`config.mk`:
```
export PLATFORM = sky130hd
export DESIGN_NAME = pit_bus_frontend_flat
export DESIGN_NICKNAME = d
export VERILOG_FILES = /design/src/rtl/pit_bus_frontend_if.sv /design/src/rtl/pit_bus_frontend.sv /design/src/flat_wrapper.sv
export SDC_FILE = /design/constraint.sdc
export NUM_CORES = 1
export LEC_CHECK = 0
export ABC_AREA = 1
export CAP_MARGIN = 20
export CORE_UTILIZATION = 42
export CTS_CLUSTER_SIZE = 10
export DETAILED_ROUTE_END_ITERATION = 8
export HOLD_SLACK_MARGIN = 0.03
export PLACE_DENSITY = 0.76
export SYNTH_ARGS = -nofsm -noshare
export SYNTH_HDL_FRONTEND = slang
export SYNTH_SLANG_ARGS = --single-unit
```
`constraint.sdc`:
```
create_clock -name clock -period 1.6 [get_ports clock]
set_input_delay 0.32 -clock clock [delete_from_list [all_inputs] [get_ports clock]]
set_output_delay 0.32 -clock clock [all_outputs]
set_load 0.02 [all_outputs]
```
`src/rtl/pit_bus_frontend_if.sv`:
```
// rtl/pit_bus_frontend_if.sv - CPU-side strobe/data bus of the PIT front end
interface pit_bus_frontend_if;
   logic       chip_select_n;
   logic       read_enable_n;
   logic       write_enable_n;
   logic [1:0] address;
   logic [7:0] data_bus_in;
   logic [7:0] data_bus_out;
   logic       data_bus_out_en;

   modport master (
      output chip_select_n, read_enable_n, write_enable_n, address, data_bus_in,
      input  data_bus_out, data_bus_out_en
   );

   modport slave (
      input  chip_select_n, read_enable_n, write_enable_n, address, data_bus_in,
      output data_bus_out, data_bus_out_en
   );
endinterface

```
`src/rtl/pit_bus_frontend.sv`:
```
// rtl/pit_bus_frontend.sv - PIT host front end: strobe decode, read mux, counter clock
module pit_bus_frontend #(
   parameter int ACC_WIDTH = 24,
   parameter int PHASE_INC = 400365
) (
   input  logic                clock,
   input  logic                reset,
   pit_bus_frontend_if.slave   cpu,
   output logic [7:0]          internal_data_bus,
   output logic                write_control_0,
   output logic                write_control_1,
   output logic                write_control_2,
   output logic                write_counter_0,
   output logic                write_counter_1,
   output logic                write_counter_2,
   output logic                read_counter_0,
   output logic                read_counter_1,
   output logic                read_counter_2,
   input  logic [7:0]          read_counter_data_0,
   input  logic [7:0]          read_counter_data_1,
   input  logic [7:0]          read_counter_data_2,
   output logic                counter_clock
);
   logic                 wr_act;
   logic                 rd_act;
   logic                 armed;
   logic                 wr_q;
   logic [1:0]           addr_q;
   logic [7:0]           data_q;
   logic [7:0]           rd_mux;
   logic [ACC_WIDTH-1:0] acc;

   assign wr_act = ~cpu.chip_select_n & ~cpu.write_enable_n;
   assign rd_act = ~cpu.chip_select_n & ~cpu.read_enable_n & ~wr_act;

   always_comb begin
      rd_mux = 8'h00;
      case (cpu.address)
         2'd0:    rd_mux = read_counter_data_0;
         2'd1:    rd_mux = read_counter_data_1;
         2'd2:    rd_mux = read_counter_data_2;
         default: rd_mux = 8'h00;
      endcase
   end

   always_ff @(posedge clock) begin
      if (reset) begin
         armed               <= 1'b0;
         wr_q                <= 1'b0;
         addr_q              <= 2'd0;
         data_q              <= 8'h00;
         internal_data_bus   <= 8'h00;
         write_control_0     <= 1'b0;
         write_control_1     <= 1'b0;
         write_control_2     <= 1'b0;
         write_counter_0     <= 1'b0;
         write_counter_1     <= 1'b0;
         write_counter_2     <= 1'b0;
         read_counter_0      <= 1'b0;
         read_counter_1      <= 1'b0;
         read_counter_2      <= 1'b0;
         cpu.data_bus_out    <= 8'h00;
         cpu.data_bus_out_en <= 1'b0;
         acc                 <= '0;
         counter_clock       <= 1'b0;
      end else begin
         // A write strobe held across reset is ignored until the bus has been seen idle once.
         armed <= armed | ~wr_act;
         wr_q  <= wr_act & armed;
         if (wr_act & armed) begin
            addr_q <= cpu.address;
            data_q <= cpu.data_bus_in;
         end

         write_control_0 <= 1'b0;
         write_control_1 <= 1'b0;
         write_control_2 <= 1'b0;
         write_counter_0 <= 1'b0;
         write_counter_1 <= 1'b0;
         write_counter_2 <= 1'b0;
         if (wr_q & ~wr_act) begin
            internal_data_bus <= data_q;
            case (addr_q)
               2'd0: write_counter_0 <= 1'b1;
               2'd1: write_counter_1 <= 1'b1;
               2'd2: write_counter_2 <= 1'b1;
               default: begin
                  // Select code 11 is not a counter: the control word is dropped.
                  case (data_q[7:6])
                     2'd0:    write_control_0 <= 1'b1;
                     2'd1:    write_control_1 <= 1'b1;
                     2'd2:    write_control_2 <= 1'b1;
                     default: ;
                  endcase
               end
            endcase
         end

         read_counter_0      <= rd_act & (cpu.address == 2'd0);
         read_counter_1      <= rd_act & (cpu.address == 2'd1);
         read_counter_2      <= rd_act & (cpu.address == 2'd2);
         cpu.data_bus_out    <= rd_act ? rd_mux : 8'h00;
         cpu.data_bus_out_en <= rd_act;

         acc           <= acc + ACC_WIDTH'(PHASE_INC);
         counter_clock <= acc[ACC_WIDTH-1];
      end
   end
endmodule

```
`src/flat_wrapper.sv`:
```
// flat-port wrapper written by rule: the top's interface ports become plain ports
module pit_bus_frontend_flat 
#(
   parameter int ACC_WIDTH = 24,
   parameter int PHASE_INC = 400365
)
  (clock, reset, internal_data_bus, write_control_0, write_control_1, write_control_2, write_counter_0, write_counter_1, write_counter_2, read_counter_0, read_counter_1, read_counter_2, read_counter_data_0, read_counter_data_1, read_counter_data_2, counter_clock, cpu_chip_select_n, cpu_read_enable_n, cpu_write_enable_n, cpu_address, cpu_data_bus_in, cpu_data_bus_out, cpu_data_bus_out_en);
  pit_bus_frontend_if cpu_i ();
  input  logic clock;
  input  logic reset;
  output logic [7:0] internal_data_bus;
  output logic write_control_0;
  output logic write_control_1;
  output logic write_control_2;
  output logic write_counter_0;
  output logic write_counter_1;
  output logic write_counter_2;
  output logic read_counter_0;
  output logic read_counter_1;
  output logic read_counter_2;
  input  logic [7:0] read_counter_data_0;
  input  logic [7:0] read_counter_data_1;
  input  logic [7:0] read_counter_data_2;
  output logic counter_clock;
  input wire logic [$bits(cpu_i.chip_select_n)-1:0] cpu_chip_select_n;
  input wire logic [$bits(cpu_i.read_enable_n)-1:0] cpu_read_enable_n;
  input wire logic [$bits(cpu_i.write_enable_n)-1:0] cpu_write_enable_n;
  input wire logic [$bits(cpu_i.address)-1:0] cpu_address;
  input wire logic [$bits(cpu_i.data_bus_in)-1:0] cpu_data_bus_in;
  output wire logic [$bits(cpu_i.data_bus_out)-1:0] cpu_data_bus_out;
  output wire logic [$bits(cpu_i.data_bus_out_en)-1:0] cpu_data_bus_out_en;
  assign cpu_i.chip_select_n = cpu_chip_select_n;
  assign cpu_i.read_enable_n = cpu_read_enable_n;
  assign cpu_i.write_enable_n = cpu_write_enable_n;
  assign cpu_i.address = cpu_address;
  assign cpu_i.data_bus_in = cpu_data_bus_in;
  assign cpu_data_bus_out = cpu_i.data_bus_out;
  assign cpu_data_bus_out_en = cpu_i.data_bus_out_en;
  pit_bus_frontend #(.ACC_WIDTH(ACC_WIDTH), .PHASE_INC(PHASE_INC)) u_core (.clock(clock), .reset(reset), .cpu(cpu_i), .internal_data_bus(internal_data_bus), .write_control_0(write_control_0), .write_control_1(write_control_1), .write_control_2(write_control_2), .write_counter_0(write_counter_0), .write_counter_1(write_counter_1), .write_counter_2(write_counter_2), .read_counter_0(read_counter_0), .read_counter_1(read_counter_1), .read_counter_2(read_counter_2), .read_counter_data_0(read_counter_data_0), .read_counter_data_1(read_counter_data_1), .read_counter_data_2(read_counter_data_2), .counter_clock(counter_clock));
endmodule
```
; Word level (Yosys, flattened, before mapping)
; Index checks and enable logic that the tools add are counted.
[totals]
ff_bits = 63
inputBits = 39
out_inout_bits = 27
elab_cells = 53
[op_classes]
addsub = 1
eq_ne = 6
n_mux = 7
bitwise = 15
n_reduce_logical = 6
[op_table]
columns = op, n
row1 = adder 24 x 19 -> 24 bit (second input constant), 1
row2 = case mux 8 bit (3 select lines), 1
row3 = bitwise AND 1 bit, 8
row4 = equality test 2 x 1 -> 1 bit (second input constant), 3
row5 = equality test 2 bit (second input constant), 3
row6 = logical NOT 2 bit, 3
row7 = two-way mux 1 bit, 6
row8 = inverter 1 bit, 6
row9 = OR reduction 5 bit, 1
row10 = OR reduction 2 bit, 2
row11 = bitwise OR 1 bit, 1

; Logic depth before layout (Yosys ltp)
; Gate-level depths: netlist of run 1.
[depth]
depth_word = 6
mapped_depth = 10
depth_no_buf = 10

; Least setup slack after synthesis of run 1
; No wires, ideal clock.
[synth_path]
path_type = register -> register
from = register u_core.acc[0]
to = register u_core.acc[14]
setup_time_ns = 0.131
arrival_ns = 1.085
t_required_ns = 1.469
path_slack_ns = 0.384
path_stages_with_launch = 10
n_path_buf = 0
synth_period_minus_slack_ns = 1.216
cell_sequence = dfxtp_1 > ha_1 > inv_1 > nand2_1 > nand2_1 > nand2_2 > nand2_1 > nand2_1 > nand2_1 > nor3b_2
[synth_between]
elab_chain_cells = 1
[synth_lines]
columns = element, line_no
row1 = "start, declared", pit_bus_frontend.sv:31  ; logic [ACC_WIDTH-1:0] acc;
row2 = "start signal, assigned", pit_bus_frontend.sv:105  ; acc <= acc + ACC_WIDTH'(PHASE_INC);
row3 = adder 24 x 19 -> 24 bit, pit_bus_frontend.sv:105
; No other way between the ends.
; A chain may end at the register's enable or synchronous reset.

; Worst setup path after layout of run 1
[layout_path]
from = register u_core.acc[0]
to = register u_core.acc[18]
; The elaborated chain is that of the path after synthesis.

==> results of run 1 <==
-- stage by stage --
| step | util | power [uW] | instances | setup TNS [ns] |
|---|---|---|---|---|
| 2_1_floorplan | - | 2450 | 391 | 0 |
| 3_3_place_gp | 0.555 | 2680 | 534 | 0 |
| 3_5_place_dp | 0.555 | 2710 | 534 | -0.159 |
| 4_1_cts | 0.579 | 3920 | 550 | 0 |
| 5_1_grt | 0.584 | 4140 | 550 | 0 |
| 6_report | 0.584 | 3880 | 550 | 0 |
-- state kept, by name (all words and copies together) (netlist names) --
name                        cells
u_core.write_counter_2          1
u_core.wr_q                     1
u_core.write_control_0          1
u_core.read_counter_0           1
u_core.cpu.data_bus_out_en      1
u_core.write_counter_1          1
u_core.write_counter_0          1
u_core.data_q                   8
u_core.armed                    1
u_core.counter_clock            1
u_core.read_counter_1           1
u_core.internal_data_bus        8
u_core.addr_q                   2
u_core.read_counter_2           1
u_core.acc                     24
u_core.write_control_1          1
u_core.cpu.data_bus_out         8
u_core.write_control_2          1
-- cells by family after synthesis --
logic type      count (synthesis)
compound gates                 52
xor+xnor                        1
fa+ha+maj                       1
buf+inv                        54
flops                          63
simple gates                  220
-- layer usage --
layer | vias up | part of all wire | global-route usage
li1 | 1389 | - | -
met1 | 1184 | 0.45 | 0.241
met2 | 66 | 0.47 | 0.334
met3 | 13 | 0.060 | 0.0681
met4 | 0 | 0.020 | 0.0879
met5 | - | 0 | 0
-- synth_stat cells --
master | n | area [sq um]
sky130_fd_sc_hd__inv_2 | 5 | 18.8
sky130_fd_sc_hd__nor3b_2 | 1 | 12.5
sky130_fd_sc_hd__inv_1 | 42 | 158
sky130_fd_sc_hd__nand3b_2 | 1 | 11.3
sky130_fd_sc_hd__xor2_1 | 1 | 8.76
sky130_fd_sc_hd__buf_6 | 2 | 22.5
sky130_fd_sc_hd__nand2_2 | 3 | 18.8
sky130_fd_sc_hd__o21ai_0 | 23 | 115
sky130_fd_sc_hd__dfxtp_1 | 63 | 1260
sky130_fd_sc_hd__nor3_1 | 8 | 40.0
sky130_fd_sc_hd__nor3_2 | 1 | 10.0
sky130_fd_sc_hd__nand2_1 | 88 | 330
sky130_fd_sc_hd__nand3_2 | 3 | 30.0
sky130_fd_sc_hd__buf_4 | 1 | 7.51
sky130_fd_sc_hd__clkbuf_1 | 3 | 11.3
sky130_fd_sc_hd__nand3_1 | 32 | 160
sky130_fd_sc_hd__nand4_1 | 3 | 18.8
sky130_fd_sc_hd__nor2_2 | 9 | 56.3
sky130_fd_sc_hd__ha_1 | 1 | 12.5
sky130_fd_sc_hd__a21oi_1 | 26 | 130
sky130_fd_sc_hd__a31oi_1 | 1 | 6.26
sky130_fd_sc_hd__o21ai_1 | 2 | 10.0
sky130_fd_sc_hd__nor2_4 | 2 | 22.5
sky130_fd_sc_hd__clkinv_1 | 1 | 3.75
sky130_fd_sc_hd__nor2_1 | 69 | 259
-- area by class of cell --
class | count | area (sq um)
inverters | 48 | 180
clock inverters | 7 | 48.8
clock buffers | 9 | 124
flip-flops and latches | 63 | 1260
repair buffers | 72 | 723
fillers | 595 | 2630
multi-input cells | 274 | 1250
well taps | 77 | 96.3
-- final timing paths --
check                                startpoint  depth (start not counted)                                 to
setup / recovery       u_core.acc[0]$_SDFF_PP0_                          9          u_core.acc[18]$_SDFF_PP0_
hold / removal    u_core.data_q[6]$_SDFFE_PP0P_                          1  u_core.write_control_0$_SDFF_PP0_
setup reg to reg       u_core.acc[0]$_SDFF_PP0_                          9          u_core.acc[18]$_SDFF_PP0_
hold reg to reg   u_core.data_q[6]$_SDFFE_PP0P_                          1  u_core.write_control_0$_SDFF_PP0_
-- timing repair --
item / in CTS / in global routing
gates resized for setup: 16 / 11
buffers inserted: 0 / 0
endpoints found under the setup margin: 16 / 11
-- power groups by stage --
stage	Clock, uW	Sequential (uW)	Combinational [uW]
floorplan	0	1850	597
global placement	0	1870	807
detailed placement	0	1880	830
global route	1320	1870	949
CTS	1250	1840	831
finish	1210	1850	824
-- worst register-to-register path: cells and delay by family, from the launching register on --
kind	cells	cell delay, ns
buffers and inverters	1	0.07
AND/OR/NAND/NOR	7	0.65
adder cells (fa/ha/maj)	1	0.21
flip-flops	1	0.33
==> flow_results.xml, run 1 <==
<?xml version="1.0" encoding="UTF-8"?>
<metrics>
  <group name="place">
    <metric name="io_buffer_count" unit="">65</metric>
    <metric name="globalplace.congestion" unit="">0.838</metric>
    <metric name="pre_cts_slack" unit="ns">-0.0479</metric>
    <metric name="place_hpwl" unit="microns">4610</metric>
    <metric name="dpl-instance-area" unit="sq mm">0.00351</metric>
  </group>
  <group name="pwr">
    <metric name="power.share.sequential" unit="">0.476</metric>
    <metric name="net-switching-power" unit="uW">1280</metric>
    <metric name="powerDensity" unit="mW/mm^2">1050</metric>
    <metric name="p_leak" unit="uW">0.00189</metric>
    <metric name="pwr-share-clk" unit="">0.312</metric>
    <metric name="peakVddDrop" unit="mV">0.522</metric>
    <metric name="internal_power" unit="uW">2600</metric>
    <metric name="share_comb_of_total_power" unit="">0.212</metric>
    <metric name="sw_frac_of_total" unit="">0.330</metric>
  </group>
  <group name="cts">
    <metric name="clock_tree.htree_level_count" unit="">3</metric>
    <metric name="clk_transition_reported_paths" unit="ns">0.08</metric>
    <metric name="cts_hold_fix_bufs" unit="">0</metric>
    <metric name="tritoncts.num_buffers" unit="">9</metric>
    <metric name="tritoncts" unit="">yes</metric>
    <metric name="clkLatencyLatePin" unit="ns">0.35</metric>
    <metric name="max_buffers_root_to_sink" unit="">2</metric>
    <metric name="cts_root_buffer" unit="">sky130_fd_sc_hd__clkbuf_8</metric>
    <metric name="clock-sinks" unit="">63</metric>
  </group>
  <group name="global_route">
    <metric name="maximum_number_of_pins_on_one_net_before_global_route_repair" unit="">36</metric>
    <metric name="grt_pass1_vias" unit="">2461</metric>
    <metric name="grt_usage" unit="">0.204</metric>
    <metric name="grt_first_pass_wirelength" unit="microns">10500</metric>
    <metric name="grt_residual_overflow" unit="">0</metric>
    <metric name="antenna_violations_before_repair" unit="">0</metric>
  </group>
  <group name="logic_synthesis">
    <metric name="synth-simple-area-share" unit="">0.355</metric>
    <metric name="main_combinational_cell_family_by_area_after_synthesis" unit="">simple AND/OR/NAND/NOR gates</metric>
    <metric name="postSynthRegisterBits" unit="">63</metric>
    <metric name="mappedNetlistArea" unit="sq mm">0.00274</metric>
    <metric name="post_synth_inst_count" unit="">391</metric>
    <metric name="synth_cell_types" unit="">25</metric>
    <metric name="synthMuxAreaShare" unit="">0</metric>
    <metric name="ys_warn_count" unit="">0</metric>
    <metric name="synth_fp_nets" unit="">431</metric>
    <metric name="synth_adder_area_share" unit="">0.00457</metric>
    <metric name="synthesis.area_per_instance" unit="sq um">7.00</metric>
    <metric name="synth_sequential_area_ratio" unit="">0.461</metric>
    <metric name="synth-compound-area-share" unit="">0.0956</metric>
    <metric name="synthXorXnorAreaFrac" unit="">0.00320</metric>
  </group>
  <group name="worst_setup_path">
    <metric name="worst_path_most_repeated_cell" unit="">sky130_fd_sc_hd__nand2_1</metric>
    <metric name="startpoint_type" unit="">flip-flop</metric>
    <metric name="worst_setup_path_end_kind" unit="">flip-flop</metric>
    <metric name="worstPathMaxFanout" unit="">4</metric>
    <metric name="cp.arrival" unit="ns">1.59</metric>
    <metric name="critPathTopFamily" unit="">simple AND/OR/NAND/NOR gates</metric>
    <metric name="worst_path_buffer_plus_inverter_count" unit="">1</metric>
    <metric name="cp.required" unit="ns">1.84</metric>
    <metric name="worst-r2r-setup-slack" unit="ns">0.24</metric>
    <metric name="delay_of_the_slowest_cell_on_the_worst_path" unit="ns">0.33</metric>
    <metric name="path_class" unit="">flip-flop to flip-flop</metric>
    <metric name="timing.critical_path.slowest_stage_cell" unit="">sky130_fd_sc_hd__dfxtp_1</metric>
    <metric name="cp_cell_sequence" unit="">ha_1 &gt; inv_1 &gt; nand2_1 &gt; nand2_1 &gt; nand4_1 &gt; nand2_1 &gt; nand3_1 &gt; nand2_1 &gt; nor2_1</metric>
  </group>
  <group name="floorplanning">
    <metric name="chipWidth" unit="microns">82.7</metric>
    <metric name="floorplan_die_height" unit="microns">82.7</metric>
    <metric name="fp.coreArea" unit="sq mm">0.00631</metric>
    <metric name="pin_count" unit="">66</metric>
    <metric name="initial_utilization" unit="">0.433</metric>
    <metric name="design.die.area" unit="sq mm">0.00684</metric>
    <metric name="placement_rows" unit="">29</metric>
  </group>
  <group name="routing">
    <metric name="drt_iter0_markers" unit="">105</metric>
    <metric name="vias_per_cell" unit="">4.82</metric>
    <metric name="detailroute.via_count" unit="">2652</metric>
    <metric name="antenna_left" unit="">0</metric>
    <metric name="detailedRoute.firstPassIterationCount" unit="">4</metric>
    <metric name="wire_per_inst" unit="microns">11.1</metric>
    <metric name="routed_wirelength" unit="microns">6110</metric>
    <metric name="route.detailed.drc" unit="">0</metric>
  </group>
  <group name="layout">
    <metric name="nNetsFinal" unit="">508</metric>
    <metric name="antenna-diode-count" unit="">0</metric>
    <metric name="area_growth_syn_to_layout" unit="%">34.8</metric>
    <metric name="mostFrequentLayoutCell" unit="">sky130_fd_sc_hd__nand2_1</metric>
    <metric name="layout.cell_area.non_filler" unit="sq mm">0.00369</metric>
    <metric name="layout_common_cells" unit="">sky130_fd_sc_hd__nand2_1, sky130_fd_sc_hd__nor2_1, sky130_fd_sc_hd__dfxtp_1</metric>
    <metric name="drive_gt1_frac" unit="">0.101</metric>
  </group>
  <group name="timing">
    <metric name="max_freq" unit="MHz">737</metric>
    <metric name="period_needed" unit="ns">1.36</metric>
    <metric name="unrepaired_setup_endpoints_after_global_routing" unit="">no</metric>
    <metric name="worstMarginPinSlew" unit="ns">0.472</metric>
    <metric name="post-route-worst-setup-slack" unit="ns">0.243</metric>
    <metric name="timing.final.max_slew_violations" unit="">0</metric>
    <metric name="timing.final.hold_violations" unit="">0</metric>
    <metric name="timing.clock.skew" unit="ns">0.0110</metric>
    <metric name="setup_violations" unit="">0</metric>
    <metric name="worst_slew_margin_rel" unit="">0.684</metric>
    <metric name="final.hold.worst_slack" unit="ns">0.424</metric>
    <metric name="final_min_period_over_clock_period" unit="">0.848</metric>
  </group>
  <group name="min_path">
    <metric name="worst_hold_path_type" unit="">flip-flop to flip-flop</metric>
  </group>
  <group name="flow_run">
    <metric name="timing.max_cap.violations" unit="">0</metric>
  </group>
  <group name="outcome">
    <metric name="status" unit="">finished clean</metric>
  </group>
</metrics>
Note: power is estimated with default switching activity, not from simulation.
==> run 2, diff against run 1 <==
==> constraint.sdc (replaced) <==
create_clock -name clock -period 1.31 [get_ports clock]
set_input_delay 0.262 -clock clock [delete_from_list [all_inputs] [get_ports clock]]
set_output_delay 0.262 -clock clock [all_outputs]
set_load 0.02 [all_outputs]
==> flow_results.xml, run 2 (same netlist as run 1, synthesis figures left out) <==
<?xml version="1.0" encoding="UTF-8"?>
<metrics>
  <group name="layout">
    <metric name="mostFrequentLayoutCell" unit="">sky130_fd_sc_hd__nand2_1</metric>
    <metric name="drive_gt1_frac" unit="">0.191</metric>
    <metric name="most_flops_register" unit="">u_core.acc</metric>
    <metric name="flip_flop_count_of_the_largest_register_all_copies_and_words_added" unit="">24</metric>
    <metric name="final.fill_count" unit="">580</metric>
    <metric name="multi_input_comb_area" unit="sq mm">0.00137</metric>
    <metric name="nNetsFinal" unit="">517</metric>
    <metric name="layout.cell_area.non_filler" unit="sq mm">0.00392</metric>
    <metric name="postLayoutCoreUtil" unit="">0.620</metric>
    <metric name="area_growth_syn_to_layout" unit="%">43.2</metric>
    <metric name="antenna-diode-count" unit="">0</metric>
    <metric name="layout_common_cells" unit="">sky130_fd_sc_hd__nand2_1, sky130_fd_sc_hd__nor2_1, sky130_fd_sc_hd__dfxtp_1</metric>
    <metric name="storage_element_area" unit="sq mm">0.00129</metric>
  </group>
  <group name="pwr">
    <metric name="p_leak" unit="uW">0.00182</metric>
    <metric name="peakVddDrop" unit="mV">0.884</metric>
    <metric name="post_layout_power" unit="uW">5410</metric>
    <metric name="powerDensity" unit="mW/mm^2">1380</metric>
  </group>
  <group name="place">
    <metric name="dpl-instance-area" unit="sq mm">0.00354</metric>
    <metric name="io_buffer_count" unit="">65</metric>
    <metric name="place_hpwl" unit="microns">4650</metric>
    <metric name="globalplace.congestion" unit="">0.861</metric>
  </group>
  <group name="routing">
    <metric name="drt_iter0_markers" unit="">87</metric>
    <metric name="detailedRoute.firstPassIterationCount" unit="">4</metric>
    <metric name="routed_wirelength" unit="microns">6480</metric>
    <metric name="route.detailed.drc" unit="">0</metric>
    <metric name="antenna_left" unit="">0</metric>
    <metric name="vias_per_cell" unit="">4.83</metric>
    <metric name="wire_per_inst" unit="microns">11.6</metric>
    <metric name="detailroute.via_count" unit="">2699</metric>
  </group>
  <group name="global_route">
    <metric name="grt_usage" unit="">0.198</metric>
    <metric name="grt_residual_overflow" unit="">0</metric>
    <metric name="grt_first_pass_wirelength" unit="microns">10100</metric>
    <metric name="antenna_violations_before_repair" unit="">0</metric>
    <metric name="grt_pass1_vias" unit="">2454</metric>
    <metric name="maximum_number_of_pins_on_one_net_before_global_route_repair" unit="">36</metric>
  </group>
  <group name="worst_setup_path">
    <metric name="crit-reg2reg-launch" unit="">u_core.acc[0]$_SDFF_PP0_</metric>
    <metric name="worst_setup_path_end_kind" unit="">output port</metric>
    <metric name="r2r_end" unit="">u_core.acc[18]$_SDFF_PP0_</metric>
    <metric name="cp.required" unit="ns">1.05</metric>
    <metric name="critPathTopFamily" unit="">flip-flops</metric>
    <metric name="critical_path.startpoint" unit="">u_core.internal_data_bus[5]$_SDFFE_PP0N_</metric>
    <metric name="path_class" unit="">flip-flop to output port</metric>
    <metric name="cp.arrival" unit="ns">1.01</metric>
    <metric name="worst_path_buffer_plus_inverter_count" unit="">1</metric>
    <metric name="delay_of_the_slowest_cell_on_the_worst_path" unit="ns">0.34</metric>
    <metric name="worstPathMaxFanout" unit="">2</metric>
    <metric name="cp_cell_sequence" unit="">dlygate4sd2_1</metric>
    <metric name="timing.critical_path.slowest_stage_cell" unit="">sky130_fd_sc_hd__dfxtp_1</metric>
    <metric name="worst_reg_to_reg_cells" unit="">9</metric>
    <metric name="startpoint_type" unit="">flip-flop</metric>
    <metric name="worst-r2r-setup-slack" unit="ns">0.06</metric>
  </group>
  <group name="cts">
    <metric name="clock-sinks" unit="">63</metric>
    <metric name="tritoncts" unit="">yes</metric>
    <metric name="tritoncts.num_buffers" unit="">9</metric>
    <metric name="clkLatencyLatePin" unit="ns">0.35</metric>
    <metric name="cts_hold_fix_bufs" unit="">0</metric>
    <metric name="clock_tree.htree_level_count" unit="">3</metric>
    <metric name="max_buffers_root_to_sink" unit="">2</metric>
    <metric name="clk_transition_reported_paths" unit="ns">0.09</metric>
    <metric name="cts_root_buffer" unit="">sky130_fd_sc_hd__clkbuf_8</metric>
  </group>
  <group name="floorplanning">
    <metric name="pin_count" unit="">66</metric>
    <metric name="design.die.area" unit="sq mm">0.00684</metric>
    <metric name="chipWidth" unit="microns">82.7</metric>
    <metric name="initial_utilization" unit="">0.433</metric>
    <metric name="floorplan_die_height" unit="microns">82.7</metric>
    <metric name="fp.coreArea" unit="sq mm">0.00631</metric>
    <metric name="placement_rows" unit="">29</metric>
  </group>
  <group name="timing">
    <metric name="final_min_period_over_clock_period" unit="">0.974</metric>
    <metric name="timing.setup.tns" unit="ns">0</metric>
    <metric name="period_needed" unit="ns">1.28</metric>
    <metric name="timing.final.max_slew_violations" unit="">0</metric>
    <metric name="max_freq" unit="MHz">784</metric>
    <metric name="unrepaired_setup_endpoints_after_global_routing" unit="">yes</metric>
    <metric name="timing.final.hold_violations" unit="">0</metric>
    <metric name="worst_slew_margin_rel" unit="">0.682</metric>
    <metric name="final.hold.worst_slack" unit="ns">0.431</metric>
    <metric name="timing.clock.skew" unit="ns">0.0164</metric>
    <metric name="worstMarginPinSlew" unit="ns">0.475</metric>
    <metric name="setup_violations" unit="">0</metric>
  </group>
  <group name="min_path">
    <metric name="worst_hold_path_type" unit="">flip-flop to flip-flop</metric>
    <metric name="hold_path.startpoint" unit="">u_core.data_q[6]$_SDFFE_PP0P_</metric>
    <metric name="worstHoldPathCells" unit="">1</metric>
    <metric name="timing.hold.worst_endpoint" unit="">u_core.write_control_0$_SDFF_PP0_</metric>
  </group>
  <group name="flow_run">
    <metric name="timing.max_cap.violations" unit="">0</metric>
  </group>
  <group name="outcome">
    <metric name="status" unit="">finished clean</metric>
  </group>
</metrics>
[run 2: routing by layer]
layer | GRT usage | vias to the layer above | wire (microns)
met5 | 0 | - | 0
met4 | 0.0948 | 0 | 101
met3 | 0.0582 | 10 | 338
met2 | 0.344 | 69 | 3160
met1 | 0.220 | 1203 | 2880
li1 | - | 1417 | -
[run 2: where the power goes]
group	internal [uW]	switching (uW)
clock	1090	818
combinational	512	680
sequential	2100	206
total	3700	1700
[run 2: cell type report]
class | count | share of cell area
Clock inverter | 7 | 0.0265
Timing Repair Buffer | 81 | 0.192
Tap cell | 77 | 0.0246
Inverter | 48 | 0.0466
Clock buffer | 9 | 0.0316
Multi-Input combinational cell | 274 | 0.350
Sequential cell | 63 | 0.328
[run 2: how the worst max path moves through the flow]
stage | end | slack [ns] | depth (start not counted)
after CTS | internal_data_bus[4] | 0.003 | 1
after detailed placement | u_core.internal_data_bus[6]$_SDFFE_PP0N_ | -0.29 | 7
after global routing | u_core.acc[18]$_SDFF_PP0_ | -0.04 | 9
after global placement | u_core.internal_data_bus[6]$_SDFFE_PP0N_ | -0.22 | 7
final | internal_data_bus[5] | 0.03 | 1
after floorplan | u_core.acc[14]$_SDFF_PP0_ | 0.09 | 9
[run 2: timing repair]
item,CTS,global route
endpoints found under the setup margin,33,34
endpoints found under the hold margin,0,0
resized for setup,35,49
pin swaps,1,10
buffers inserted,1,3
[run 2: per-stage QoR]
stage	instances	setup WS [ns]
finish	559	0.0339
global route	559	-0.0370
CTS	556	0.00273
detailed placement	539	-0.287
global placement	539	-0.224
floorplan	391	0.0942
==> run 3, diff against run 2 <==
--- a/config.mk
+++ b/config.mk
@@ -6,6 +6,7 @@
 export NUM_CORES = 1
 export LEC_CHECK = 0
 export ABC_AREA = 1
+export ABC_CLOCK_PERIOD_IN_PS = 1310
 export CAP_MARGIN = 20
 export CORE_UTILIZATION = 42
 export CTS_CLUSTER_SIZE = 10
==> results of run 3 <==
Same layout as run 2: the final DEF is identical, and so are final timing and power.
